$ cat config.mk
export PLATFORM = sky130hd
export DESIGN_NAME = instr_encoder
export DESIGN_NICKNAME = d
export VERILOG_FILES = /design/src/rtl/mips_pkg.sv /design/src/rtl/instr_pack.sv /design/src/rtl/instr_encoder.sv
export SDC_FILE = /design/constraint.sdc
export NUM_CORES = 1
export LEC_CHECK = 0
export CORE_MARGIN = 1.5
export CORE_UTILIZATION = 45
export CTS_BUF_LIST = sky130_fd_sc_hd__clkbuf_8
export CTS_CLUSTER_SIZE = 40
export DETAILED_ROUTE_END_ITERATION = 8
export PLACE_DENSITY = 0.95
export SLEW_MARGIN = 20
export SYNTH_ARGS = -nofsm -noshare
export SYNTH_HDL_FRONTEND = slang
export SYNTH_SLANG_ARGS = --single-unit
$ cat constraint.sdc
create_clock -name clk -period 4.5 [get_ports clk]
set_clock_uncertainty 0.15 [all_clocks]
set_input_delay 0.45 -clock clk [delete_from_list [all_inputs] [get_ports clk]]
set_output_delay 0.45 -clock clk [all_outputs]
set_load 0.05 [all_outputs]
$ cat src/rtl/mips_pkg.sv
// mips_pkg: shared instruction-kind enum, opcode and funct constants, and
// field-packing helpers. The main control decoder uses the same constants,
// so encoder and decoder cannot drift apart.
package mips_pkg;

  typedef enum logic [3:0] {
    K_ADD  = 4'd0,
    K_SUB  = 4'd1,
    K_AND  = 4'd2,
    K_OR   = 4'd3,
    K_SLT  = 4'd4,
    K_LW   = 4'd5,
    K_SW   = 4'd6,
    K_BEQ  = 4'd7,
    K_BNE  = 4'd8,
    K_ADDI = 4'd9,
    K_J    = 4'd10,
    K_LB   = 4'd11
  } instr_kind_t;

  localparam logic [5:0] OP_RTYPE = 6'h00;
  localparam logic [5:0] OP_LW    = 6'h23;
  localparam logic [5:0] OP_SW    = 6'h2B;
  localparam logic [5:0] OP_BEQ   = 6'h04;
  localparam logic [5:0] OP_BNE   = 6'h05;
  localparam logic [5:0] OP_ADDI  = 6'h08;
  localparam logic [5:0] OP_J     = 6'h02;
  localparam logic [5:0] OP_LB    = 6'h20;

  localparam logic [5:0] FUNCT_ADD = 6'h20;
  localparam logic [5:0] FUNCT_SUB = 6'h22;
  localparam logic [5:0] FUNCT_AND = 6'h24;
  localparam logic [5:0] FUNCT_OR  = 6'h25;
  localparam logic [5:0] FUNCT_SLT = 6'h2A;

  function automatic logic [31:0] enc_r(input logic [4:0] rs, input logic [4:0] rt,
                                        input logic [4:0] rd, input logic [5:0] funct);
    return {OP_RTYPE, rs, rt, rd, 5'd0, funct};
  endfunction

  function automatic logic [31:0] enc_i(input logic [5:0] op, input logic [4:0] rs,
                                        input logic [4:0] rt, input logic [15:0] imm);
    return {op, rs, rt, imm};
  endfunction

  function automatic logic [31:0] enc_j(input logic [5:0] op, input logic [25:0] target);
    return {op, target};
  endfunction

endpackage

$ cat src/rtl/instr_pack.sv
// instr_pack: combinational packer turning an instruction kind plus fields
// into a 32-bit MIPS machine word. Fields not used by a format are dropped.
// Build option: MIPS_LB_EN makes kind LB legal (opcode 0x20); without it
// LB is reported illegal like kinds 12-15.
// Ports:
//   kind   in  4   instruction kind (instr_kind_t encoding)
//   rs/rt/rd in 5  register fields
//   imm    in  16  I-type immediate
//   target in  26  J-type target
//   word   out 32  packed machine word (0 when illegal)
//   legal  out 1   kind is encodable in this build
module instr_pack
  import mips_pkg::*;
(
  input  logic [3:0]  kind,
  input  logic [4:0]  rs,
  input  logic [4:0]  rt,
  input  logic [4:0]  rd,
  input  logic [15:0] imm,
  input  logic [25:0] target,
  output logic [31:0] word,
  output logic        legal
);

  always_comb begin
    word  = 32'd0;
    legal = 1'b1;
    case (kind)
      K_ADD:  word = enc_r(rs, rt, rd, FUNCT_ADD);
      K_SUB:  word = enc_r(rs, rt, rd, FUNCT_SUB);
      K_AND:  word = enc_r(rs, rt, rd, FUNCT_AND);
      K_OR:   word = enc_r(rs, rt, rd, FUNCT_OR);
      K_SLT:  word = enc_r(rs, rt, rd, FUNCT_SLT);
      K_LW:   word = enc_i(OP_LW, rs, rt, imm);
      K_SW:   word = enc_i(OP_SW, rs, rt, imm);
      K_BEQ:  word = enc_i(OP_BEQ, rs, rt, imm);
      K_BNE:  word = enc_i(OP_BNE, rs, rt, imm);
      K_ADDI: word = enc_i(OP_ADDI, rs, rt, imm);
      K_J:    word = enc_j(OP_J, target);
`ifdef MIPS_LB_EN
      K_LB:   word = enc_i(OP_LB, rs, rt, imm);
`endif
      default: legal = 1'b0;
    endcase
  end

endmodule

$ cat src/rtl/instr_encoder.sv
// instr_encoder: program loader. Accepts symbolic instruction requests over
// valid/ready, packs them via instr_pack and writes them sequentially into
// instruction memory with one cycle of latency.
// Build option: MIPS_LB_EN (see instr_pack) enables the LB kind.
// Ports:
//   clk, reset      clock, synchronous active-low reset
//   start           begin/restart a load session (ignored while loading)
//   req_valid/ready handshake; req_kind/rs/rt/rd/imm/target/last request
//   imem_we/addr/wd instruction-memory write port (registered)
//   count           words written this session
//   full            2^DEPTH_LOG2 words written
//   done            session ended by req_last
//   err             sticky illegal-kind flag (cleared only by reset)
//
// state  | meaning
// -------+------------------------------------------------------
// IDLE   | after reset, waiting for start
// LOAD   | accepting requests, req_ready high
// FULL   | memory filled before req_last, waiting for start
// DONE   | req_last accepted, waiting for start
module instr_encoder
  import mips_pkg::*;
#(
  parameter int DEPTH_LOG2 = 6
) (
  input  logic                  clk,
  input  logic                  reset,
  input  logic                  start,
  input  logic                  req_valid,
  output logic                  req_ready,
  input  logic [3:0]            req_kind,
  input  logic [4:0]            req_rs,
  input  logic [4:0]            req_rt,
  input  logic [4:0]            req_rd,
  input  logic [15:0]           req_imm,
  input  logic [25:0]           req_target,
  input  logic                  req_last,
  output logic                  imem_we,
  output logic [DEPTH_LOG2-1:0] imem_addr,
  output logic [31:0]           imem_wd,
  output logic [DEPTH_LOG2:0]   count,
  output logic                  full,
  output logic                  done,
  output logic                  err
);

  typedef enum logic [1:0] {S_IDLE, S_LOAD, S_FULL, S_DONE} state_t;

  localparam logic [DEPTH_LOG2:0] DEPTH_WORDS = {1'b1, {DEPTH_LOG2{1'b0}}};

  state_t                state, state_nx;
  logic                  enter_load;
  logic                  xfer;
  logic                  pk_legal;
  logic [31:0]           pk_word;
  logic [DEPTH_LOG2-1:0] wr_addr;
  logic [DEPTH_LOG2:0]   count_inc;
  logic                  hit_full;

  instr_pack u_pack (
    .kind   (req_kind),
    .rs     (req_rs),
    .rt     (req_rt),
    .rd     (req_rd),
    .imm    (req_imm),
    .target (req_target),
    .word   (pk_word),
    .legal  (pk_legal)
  );

  assign req_ready = (state == S_LOAD);
  assign done      = (state == S_DONE);
  assign xfer      = req_valid && req_ready;
  assign count_inc = count + 1'b1;
  // Only a written word can fill memory; illegal transfers leave count alone.
  assign hit_full  = xfer && pk_legal && (count_inc == DEPTH_WORDS);

  always_comb begin
    state_nx   = state;
    enter_load = 1'b0;
    case (state)
      S_IDLE, S_FULL, S_DONE: begin
        if (start) begin
          state_nx   = S_LOAD;
          enter_load = 1'b1;
        end
      end
      S_LOAD: begin
        // req_last wins over full; full still gets flagged via hit_full.
        if (xfer && req_last) state_nx = S_DONE;
        else if (hit_full)    state_nx = S_FULL;
      end
      default: state_nx = S_IDLE;
    endcase
  end

  always_ff @(posedge clk) begin
    if (!reset) begin
      state     <= S_IDLE;
      imem_we   <= 1'b0;
      imem_addr <= '0;
      imem_wd   <= 32'd0;
      wr_addr   <= '0;
      count     <= '0;
      full      <= 1'b0;
      err       <= 1'b0;
    end else begin
      state   <= state_nx;
      imem_we <= 1'b0;
      if (enter_load) begin
        wr_addr <= '0;
        count   <= '0;
        full    <= 1'b0;
      end
      if (xfer) begin
        if (pk_legal) begin
          imem_we   <= 1'b1;
          imem_addr <= wr_addr;
          imem_wd   <= pk_word;
          wr_addr   <= wr_addr + 1'b1;
          count     <= count_inc;
        end else begin
          err <= 1'b1;
        end
      end
      if (hit_full) full <= 1'b1;
    end
  end

endmodule

# [Word level (Yosys, flattened, before mapping)]
# Index checks and enable logic that the tools add are counted.
[classes] n_eq_ne=16 reduce_logical=13 bitwise=1 add_sub_neg=2 mux=17
[op_table] cell="one-hot mux 32 bit (11 select lines)" n=1
[op_table] cell="2-to-1 mux 7 bit" n=3
[op_table] cell="2-to-1 mux 6 bit" n=3
[op_table] cell="equality test 4 x 3 -> 1 bit, second input constant" n=4
[op_table] cell="equality test 4 bit, second input constant" n=3
[op_table] cell="OR reduction 11 bit" n=1
[op_table] cell="equality test 4 x 2 -> 1 bit, second input constant" n=2
[op_table] cell="AND reduction 2 bit" n=4
[op_table] cell="adder 7 x 1 -> 7 bit, second input constant" n=1
[op_table] cell="equality test 7 bit, second input constant" n=1
[op_table] cell="adder 6 x 1 -> 6 bit, second input constant" n=1
[op_table] cell="2-to-1 mux 1 bit" n=6
[op_table] cell="2-to-1 mux 2 bit" n=3
[op_table] cell="equality test 2 bit, second input constant" n=2
[op_table] cell="equality test 4 x 1 -> 1 bit, second input constant" n=1
[op_table] cell="logical AND 1 bit" n=4
[op_table] cell="zero test 4 bit" n=1
[op_table] cell="one-hot mux 2 bit (2 select lines)" n=1
[op_table] cell="!= test 3 x 1 -> 1 bit, second input constant" n=1
[op_table] cell="OR reduction 3 bit" n=1
[op_table] cell="equality test 2 x 1 -> 1 bit, second input constant" n=1
[op_table] cell="zero test 2 bit" n=1
[op_table] cell="!= test 2 bit, second input constant" n=1
[op_table] cell="nonzero test 2 bit" n=1
[op_table] cell="inverter 1 bit" n=1
[word_totals] wordCells=57 in_bits=66 regBits=56 output_inout_bits=50

# [Logic depth before layout (Yosys ltp)]
# Gate-level depths: netlist of the first run.
[logic_depth] ltp_word=8 mapped_depth=7 mapped_depth_nobuf=6

# [By module]
# A second synthesis of the first run with hierarchy kept.
[hier_totals] hier_cells=347 hier_area_um2=2756.4
[by_module_without_submodules] mod="instr_encoder" instances=1 cells_each=266 area_per_inst_um2=2164.6 seq_area_each_um2=1121.1
[by_module_without_submodules] mod="instr_pack" instances=1 cells_each=81 area_per_inst_um2=591.8 seq_area_each_um2=0.0

# [Worst setup path before layout of the first run]
# Ideal clock, no wire load.
[synth_path] path_type="register to register" start="reg count[0]" end="reg state[0]" stages_incl_launch_ff=7 t_arrival_ns=1.767 required_ns=4.227 setup_time_ns=0.123 slack_ns=2.459 path_buffers=0 period_less_slack_ns=2.041 path_cell_list="dfxtp_1 -> ha_1 -> nand3_1 -> xor2_1 -> nand3_4 -> nor3_4 -> a21oi_1"
[synth_via] elab_chain_len=5
[synth_lines] item="start: declaration" line="instr_encoder.sv:41" source="output logic [DEPTH_LOG2:0] count,"
[synth_lines] item="start signal: assignment" line="instr_encoder.sv:121" source="count <= count_inc;"
[synth_lines] item="adder 7 x 1 -> 7 bit" line="instr_encoder.sv:74" source="assign count_inc = count + 1'b1;"
[synth_lines] item="equality test 7 bit" line="instr_encoder.sv:76" source="assign hit_full = xfer && pk_legal && (count_inc == DEPTH_WORDS);"
[synth_lines] item="logical AND 1 bit" line="instr_encoder.sv:76"
[synth_lines] item="!= test 3 x 1 -> 1 bit (no source line)"
[synth_lines] item="AND reduction 2 bit (no source line)"
[synth_lines] item="end signal: assignment" line="instr_encoder.sv:108" source="state <= state_nx;"
[synth_lines] item="end: declaration" line="instr_encoder.sv:51" source="state_t state, state_nx;"
# Every way passes these cells.
# A chain may end at the register's enable or synchronous reset.

# [Worst setup path after layout of the first run]
[layout_path] start="in req_kind[1]" end="reg imem_wd[13]"
[layout_via] elab_chain_len=4 elab_cells_between_ends=15 cone_classes="eq/ne (10); mux (2); reduce/logical (3)"
[layout_lines] item="start: declaration" line="instr_encoder.sv:31" source="input logic [3:0] req_kind,"
[layout_lines] item="equality test 4 x 1 -> 1 bit (tied with other cells)" line="instr_pack.sv:28" source="case (kind)"
[layout_lines] item="OR reduction 11 bit (no source line)"
[layout_lines] item="2-to-1 mux 1 bit" line="instr_pack.sv:28"
[layout_lines] item="AND reduction 2 bit (no source line)"
[layout_lines] item="end signal: assignment" line="instr_encoder.sv:119" source="imem_wd <= pk_word;"
[layout_lines] item="end: declaration" line="instr_encoder.sv:40" source="output logic [31:0] imem_wd,"
# Several ways; a longest one is shown, not always the timed one.

==> results of run 1 <==
kinds of logic after synthesis:
group	after synthesis	synth area share [%]
and+or+nand+nor	109	21.02
AOI/OAI and AO/OA	96	25.64
DFF	55	41.94
buffers and inverters	28	6.101
xor gates and xnor gates	10	3.337
adders and majority gates	3	1.430
other	1	0.1429
muxes	1	0.3813
final timing paths:
kind / endpoint / depth (start not counted)
worst min register to register: imem_addr[2] / 2
worst min-delay path: imem_addr[2] / 2
worst max register to register: count[2] / 6
worst max-delay path: imem_wd[13] / 6
power by group through the flow:
stage | sequential, µW | clock [µW] | combinational (µW)
detailed placement | 526 | 0 | 246
CTS | 515 | 294 | 247
finish | 515 | 289 | 246
global placement | 525 | 0 | 241
floorplan | 581 | 0 | 85.7
global route | 517 | 316 | 263
critical path, stage by stage:
cell,delay [ns]
clkdlybuf4s50_1,0.75
inv_1,0.21
nor3_2,0.75
buf_4,0.31
a222oi_1,0.09
a21oi_1,0.19
per-stage QoR:
stage | power (µW) | area, µm²
after detailed placement | 772.1 | 3745
after floorplan | 667.0 | 2625
after CTS | 1055 | 3845
final | 1050 | 3845
after global routing | 1096 | 3845
after global placement | 766.7 | 3745
cell type report:
class,instances,area [µm²],area share (%)
Multi-Input combinational cell,220,1364,35.47
Timing Repair Buffer,118,1171,30.46
Sequential cell,55,1101,28.64
Clock buffer,7,96.34,2.506
Tap cell,72,90.09,2.343
Inverter,5,18.77,0.4881
Clock inverter,1,3.754,0.09762
metal layers:
| layer | track usage [%] | up-vias | wire length [µm] |
|---|---|---|---|
| met5 | 0 | - | 0 |
| met4 | 5.439 | 0 | 59 |
| met3 | 7.314 | 7 | 646 |
| met2 | 38.80 | 114 | 3298 |
| met1 | 26.67 | 1206 | 2922 |
| li1 | - | 1304 | - |
cells in the final DEF, fill, tap and decap left out, drive strengths merged, types with 2 or more instances in the layout:
cell and count:
nor3b 13, nand4 2, and2 4, nand2 29, clkbuf 7, o211a 3, a31oi 5, nor3 7
xor2 3, o21ai 24, ha 3, buf 4, a221oi 16, a222oi 5, inv 6, xnor2 7
nand2b 3, a21oi 21, o221ai 2, clkdlybuf4s50 114, a21boi 11, nand3 10, a21o 2, nor2 36
dfxtp 55
state kept, by name (all words and copies together) (netlist names):
signal / flops
count: 7
err: 1
full: 1
imem_addr: 6
imem_wd: 31
imem_we: 1
state: 2
wr_addr: 6
==> impl_metrics.ini, run 1 <==
[clock_tree]
tritoncts = built
cts.hold.buffers_added = 0
numCtsBuffers = 5
cts_setup_buffers = 0
worstSkewPairLatency_ns = 0.30
cts_sinks = 55
cts_resized = 0
htreeDepth = 2
clock_path_buffers = 2
root_buffer = clkbuf_8
clk_pin_slew_ns = 0.09

[worst_setup_path]
arrival_ns = 2.76
critPathKind = in2reg
start_kind = input port
r2r-start = state[0]
ff2ff_setup_slack_ns = 2.26
cp-end-kind = flip-flop
crit_fanout = 13
crit_start = req_kind[1]
required_ns = 4.59

[routing]
ant_nets = 0
firstDrtPassIters = 6
wirelength_mm = 6.927
wl_per_cell_um = 14.49
route.detailed.drc = 0
viasPerCell = 5.504
vias = 2631
drt_iter0_markers = 124

[synth]
synth_common_cells = 55 x dfxtp_1, 36 x nor2_1, 29 x nand2_1
synth-main-ff-cell = dfxtp_1
synth-edff-count = 0
synth_area_leaders = dfxtp_1 42%, a221oi_1 5.3%, nor2_1 5.1%
synthArstFlopShare_pct = 0
yosysTopAreaCellShare_pct = 41.94
yosysMostFrequentCell = dfxtp_1
avgSynthCellArea_um2 = 8.663
syn_nets = 372
netlist_instances = 303
ys_warn_count = 0
synth_top_area_cell = dfxtp_1
synth.distinct_cells = 48
yosys_register_bits = 55
seq_area_frac_synth_pct = 41.94
synth_area_um2 = 2625

[finish]
layout.cells.non_filler = 478
nets = 474
syn_to_final_growth_pct = 46.47
fillers = 480
diodes = 0
drive_gt1_share_pct = 4.187
final_util_pct = 68.98

[placed_design]
dp_cells = 470
place.gp.congestion = 0.8810
preCtsSetupSlack_ns = 1.570
portBuffers = 114
hpwl_mm = 5.236

[run]
maxCapViolCount = 0

[pwr]
vdd_drop_max_v = 0.0001906
pwr-share-comb_pct = 23.5
pwr-share-seq_pct = 49.0
switching_share_pct = 28.45
power_leakage_uw = 0.001414
p_int_uw = 751.6
power_frac_clock_pct = 27.5
netSwitchingPower_uw = 298.8
power_density_nw_per_um2 = 273.2

[floorplanning]
die_h_um = 79.38
rows = 27
io_pins = 116
initial_core_util_pct = 47.09
die_x_um = 79.38
core_area_um2 = 5574
die-area_um2 = 6300

[global_routing]
antenna_found_initial = 0
grt_overflow_total = 0
grt_use_total_pct = 22.37
grt_pass1_vias = 2551
grt_first_pass_wirelength_mm = 11.34
grt_max_degree = 37

[sta]
min_period_ns = 2.667
worst_slew_pin_slew_ns = 0.9356
setup_viol = 0
relSlewSlack_pct = 37.21
fin_crit_sh_pct = 59.26
hold_viol = 0
tns_ns = 0
fin_ws_ns = 1.833
drv_slew = 0
fmaxAchievable_mhz = 375.0
rsz0062_at_grt = no
hold_ws_ns = 0.3196

[status]
outcome = finished, final reports clean

[hold_path]
hold_class = reg2reg
worstHoldStart = imem_addr[2]
Power figures use the tool's default switching activity.
==> run 2: changes to the inputs <==
--- a/config.mk
+++ b/config.mk
@@ -6,11 +6,11 @@
 export NUM_CORES = 1
 export LEC_CHECK = 0
 export CORE_MARGIN = 1.5
-export CORE_UTILIZATION = 45
+export CORE_UTILIZATION = 43
 export CTS_BUF_LIST = sky130_fd_sc_hd__clkbuf_8
 export CTS_CLUSTER_SIZE = 40
 export DETAILED_ROUTE_END_ITERATION = 8
-export PLACE_DENSITY = 0.95
+export PLACE_DENSITY = 0.94
 export SLEW_MARGIN = 20
 export SYNTH_ARGS = -nofsm -noshare
 export SYNTH_HDL_FRONTEND = slang
==> constraint.sdc (replaced) <==
create_clock -name clk -period 2.57 [get_ports clk]
set_clock_uncertainty 0.15 [all_clocks]
set_input_delay 0.257 -clock clk [delete_from_list [all_inputs] [get_ports clk]]
set_output_delay 0.257 -clock clk [all_outputs]
set_load 0.05 [all_outputs]
==> run 2 against run 1 <==
Compared with the run above:
- worst hold slack improved by 0.0035 ns
- design area increased by 2.7%
- flip-flop and latch count unchanged
- clock-buffer cell count shrank 2
- critical endpoint is now req_ready
- combinational power is 84% higher
==> impl_metrics.ini, run 2 (synthesis gave the netlist of run 1 again) <==
[sta]
tns_ns = 0
relSlewSlack_pct = 46.09
drv_slew = 0
rsz0062_at_grt = no
min_period_ns = 2.127
worst_slew_pin_slew_ns = 0.8032
fmaxAchievable_mhz = 470.2
hold_viol = 0
fin_crit_sh_pct = 82.75
setup_viol = 0

[placed_design]
hpwl_mm = 5.633
place.gp.congestion = 0.8834
dpl-instance-area_um2 = 3834
portBuffers = 114
dp_cells = 481

[pwr]
p_int_uw = 1382
vdd_drop_max_v = 0.0002587
netSwitchingPower_uw = 564.5
pwr-share-seq_pct = 46.3
switching_share_pct = 29.00
power_frac_clock_pct = 30.4
pwr-share-comb_pct = 23.3
power_density_nw_per_um2 = 492.7
power_leakage_uw = 0.001463

[floorplanning]
core_area_um2 = 5921
initial_core_util_pct = 44.34
die_x_um = 81.13
die-area_um2 = 6582
io_pins = 116
rows = 28
die_h_um = 81.13

[worst_setup_path]
max_stage_delay_ns = 0.79
ff2ff_setup_slack_ns = 0.62
critPathKind = reg2out
cp-end-kind = primary output
r2r-start = state[0]
crit_slowest_cell = clkdlybuf4s50_1
arrival_ns = 1.72
path_cells = nand2b_1 > inv_1 > clkdlybuf4s50_1
required_ns = 2.16
r2r_end = state[1]
r2r_cells = 6
crit_fanout = 5
start_kind = flip-flop

[finish]
syn_to_final_growth_pct = 50.48
nets = 482
multi_input_area_um2 = 1364
max_flop_register = imem_wd
diodes = 0
drive_gt1_share_pct = 6.280
reg_top3 = imem_wd: 31 flops, count: 7 flops
largest_reg_flops = 31
layout_commonest_cell = clkdlybuf4s50_1
stdcell_area_um2 = 3950
seq_area_um2 = 1101
layout.cells.non_filler = 489
fillers = 485
final_cell_mix = 114 x clkdlybuf4s50_1, 55 x dfxtp_1, 36 x nor2_1, 29 x nand2_1

[routing]
wl_per_cell_um = 15.78
route.detailed.drc = 0
drt_iter0_markers = 205
firstDrtPassIters = 5
ant_nets = 0
wirelength_mm = 7.714
vias = 2739
viasPerCell = 5.601

[clock_tree]
clk_pin_slew_ns = 0.11
cts_setup_buffers = 0
cts.hold.buffers_added = 0
clock_path_buffers = 2
numCtsBuffers = 5
root_buffer = clkbuf_8
worstSkewPairLatency_ns = 0.31
cts_sinks = 55
htreeDepth = 2
tritoncts = built
cts_resized = 0

[global_routing]
grt_use_total_pct = 23.25
grt_pass1_vias = 2552
antenna_found_initial = 0
grt_first_pass_wirelength_mm = 11.89
grt_overflow_total = 0
grt_max_degree = 47

[status]
outcome = finished, final reports clean

[hold_path]
holdPathStages = 2
hold_class = reg2reg
worstHoldStart = imem_addr[3]
min_to = imem_addr[3]

[run]
maxCapViolCount = 0
[run 2: worst max-delay path, delay by kind of cell (launching register included)]
family | cells | cell delay [ns]
buffers and inverters | 2 | 0.87
and+or+nand+nor | 1 | 0.20
DFF | 1 | 0.35
[run 2: final cells by class]
type,instances,area share (%)
clock buffer,5,1.742
inverter,5,0.4751
clock inverter,3,1.204
sequential,55,27.87
tap,75,2.376
multi-input combinational,220,34.53
timing repair buffer,126,31.80
[run 2: layer usage]
| layer | share of wire, % | vias to the layer above | global-route usage [%] |
|---|---|---|---|
| li1 | - | 1317 | - |
| met1 | 40 | 1278 | 26.97 |
| met2 | 51 | 124 | 41.50 |
| met3 | 6.0 | 20 | 5.056 |
| met4 | 2.4 | 0 | 8.966 |
| met5 | 0 | - | 0 |
[run 2: worst max-delay path by stage]
| stage | startpoint | slack [ns] | endpoint |
|---|---|---|---|
| 2_1_floorplan | count[0] | 0.53 | state[0] |
| 3_3_place_gp | req_kind[1] | 0.34 | imem_wd[17] |
| 3_5_place_dp | req_kind[1] | 0.25 | imem_wd[16] |
| 4_1_cts | state[1] | 0.45 | req_ready |
| 5_1_grt | state[1] | 0.37 | req_ready |
| 6_report | state[1] | 0.44 | req_ready |
[run 2: power groups by stage]
stage	sequential (µW)	combinational (µW)	clock (µW)
after global placement	919	440	0
after CTS	901	452	599
after detailed placement	921	450	0
after floorplan	1020	150	0
final	902	453	591
after global routing	906	478	634
[run 2: metrics by stage]
step                power, µW  hold slack (ns)  utilization (%)  setup WS [ns]
floorplan                1168           0.2585                -         0.5293
global placement         1360           0.3056            64.75         0.3399
detailed placement       1370           0.3120            64.75         0.2537
CTS                      1953           0.3277            66.72         0.4474
global route             2018           0.3477            66.72         0.3703
finish                   1946           0.3231            66.72         0.4432
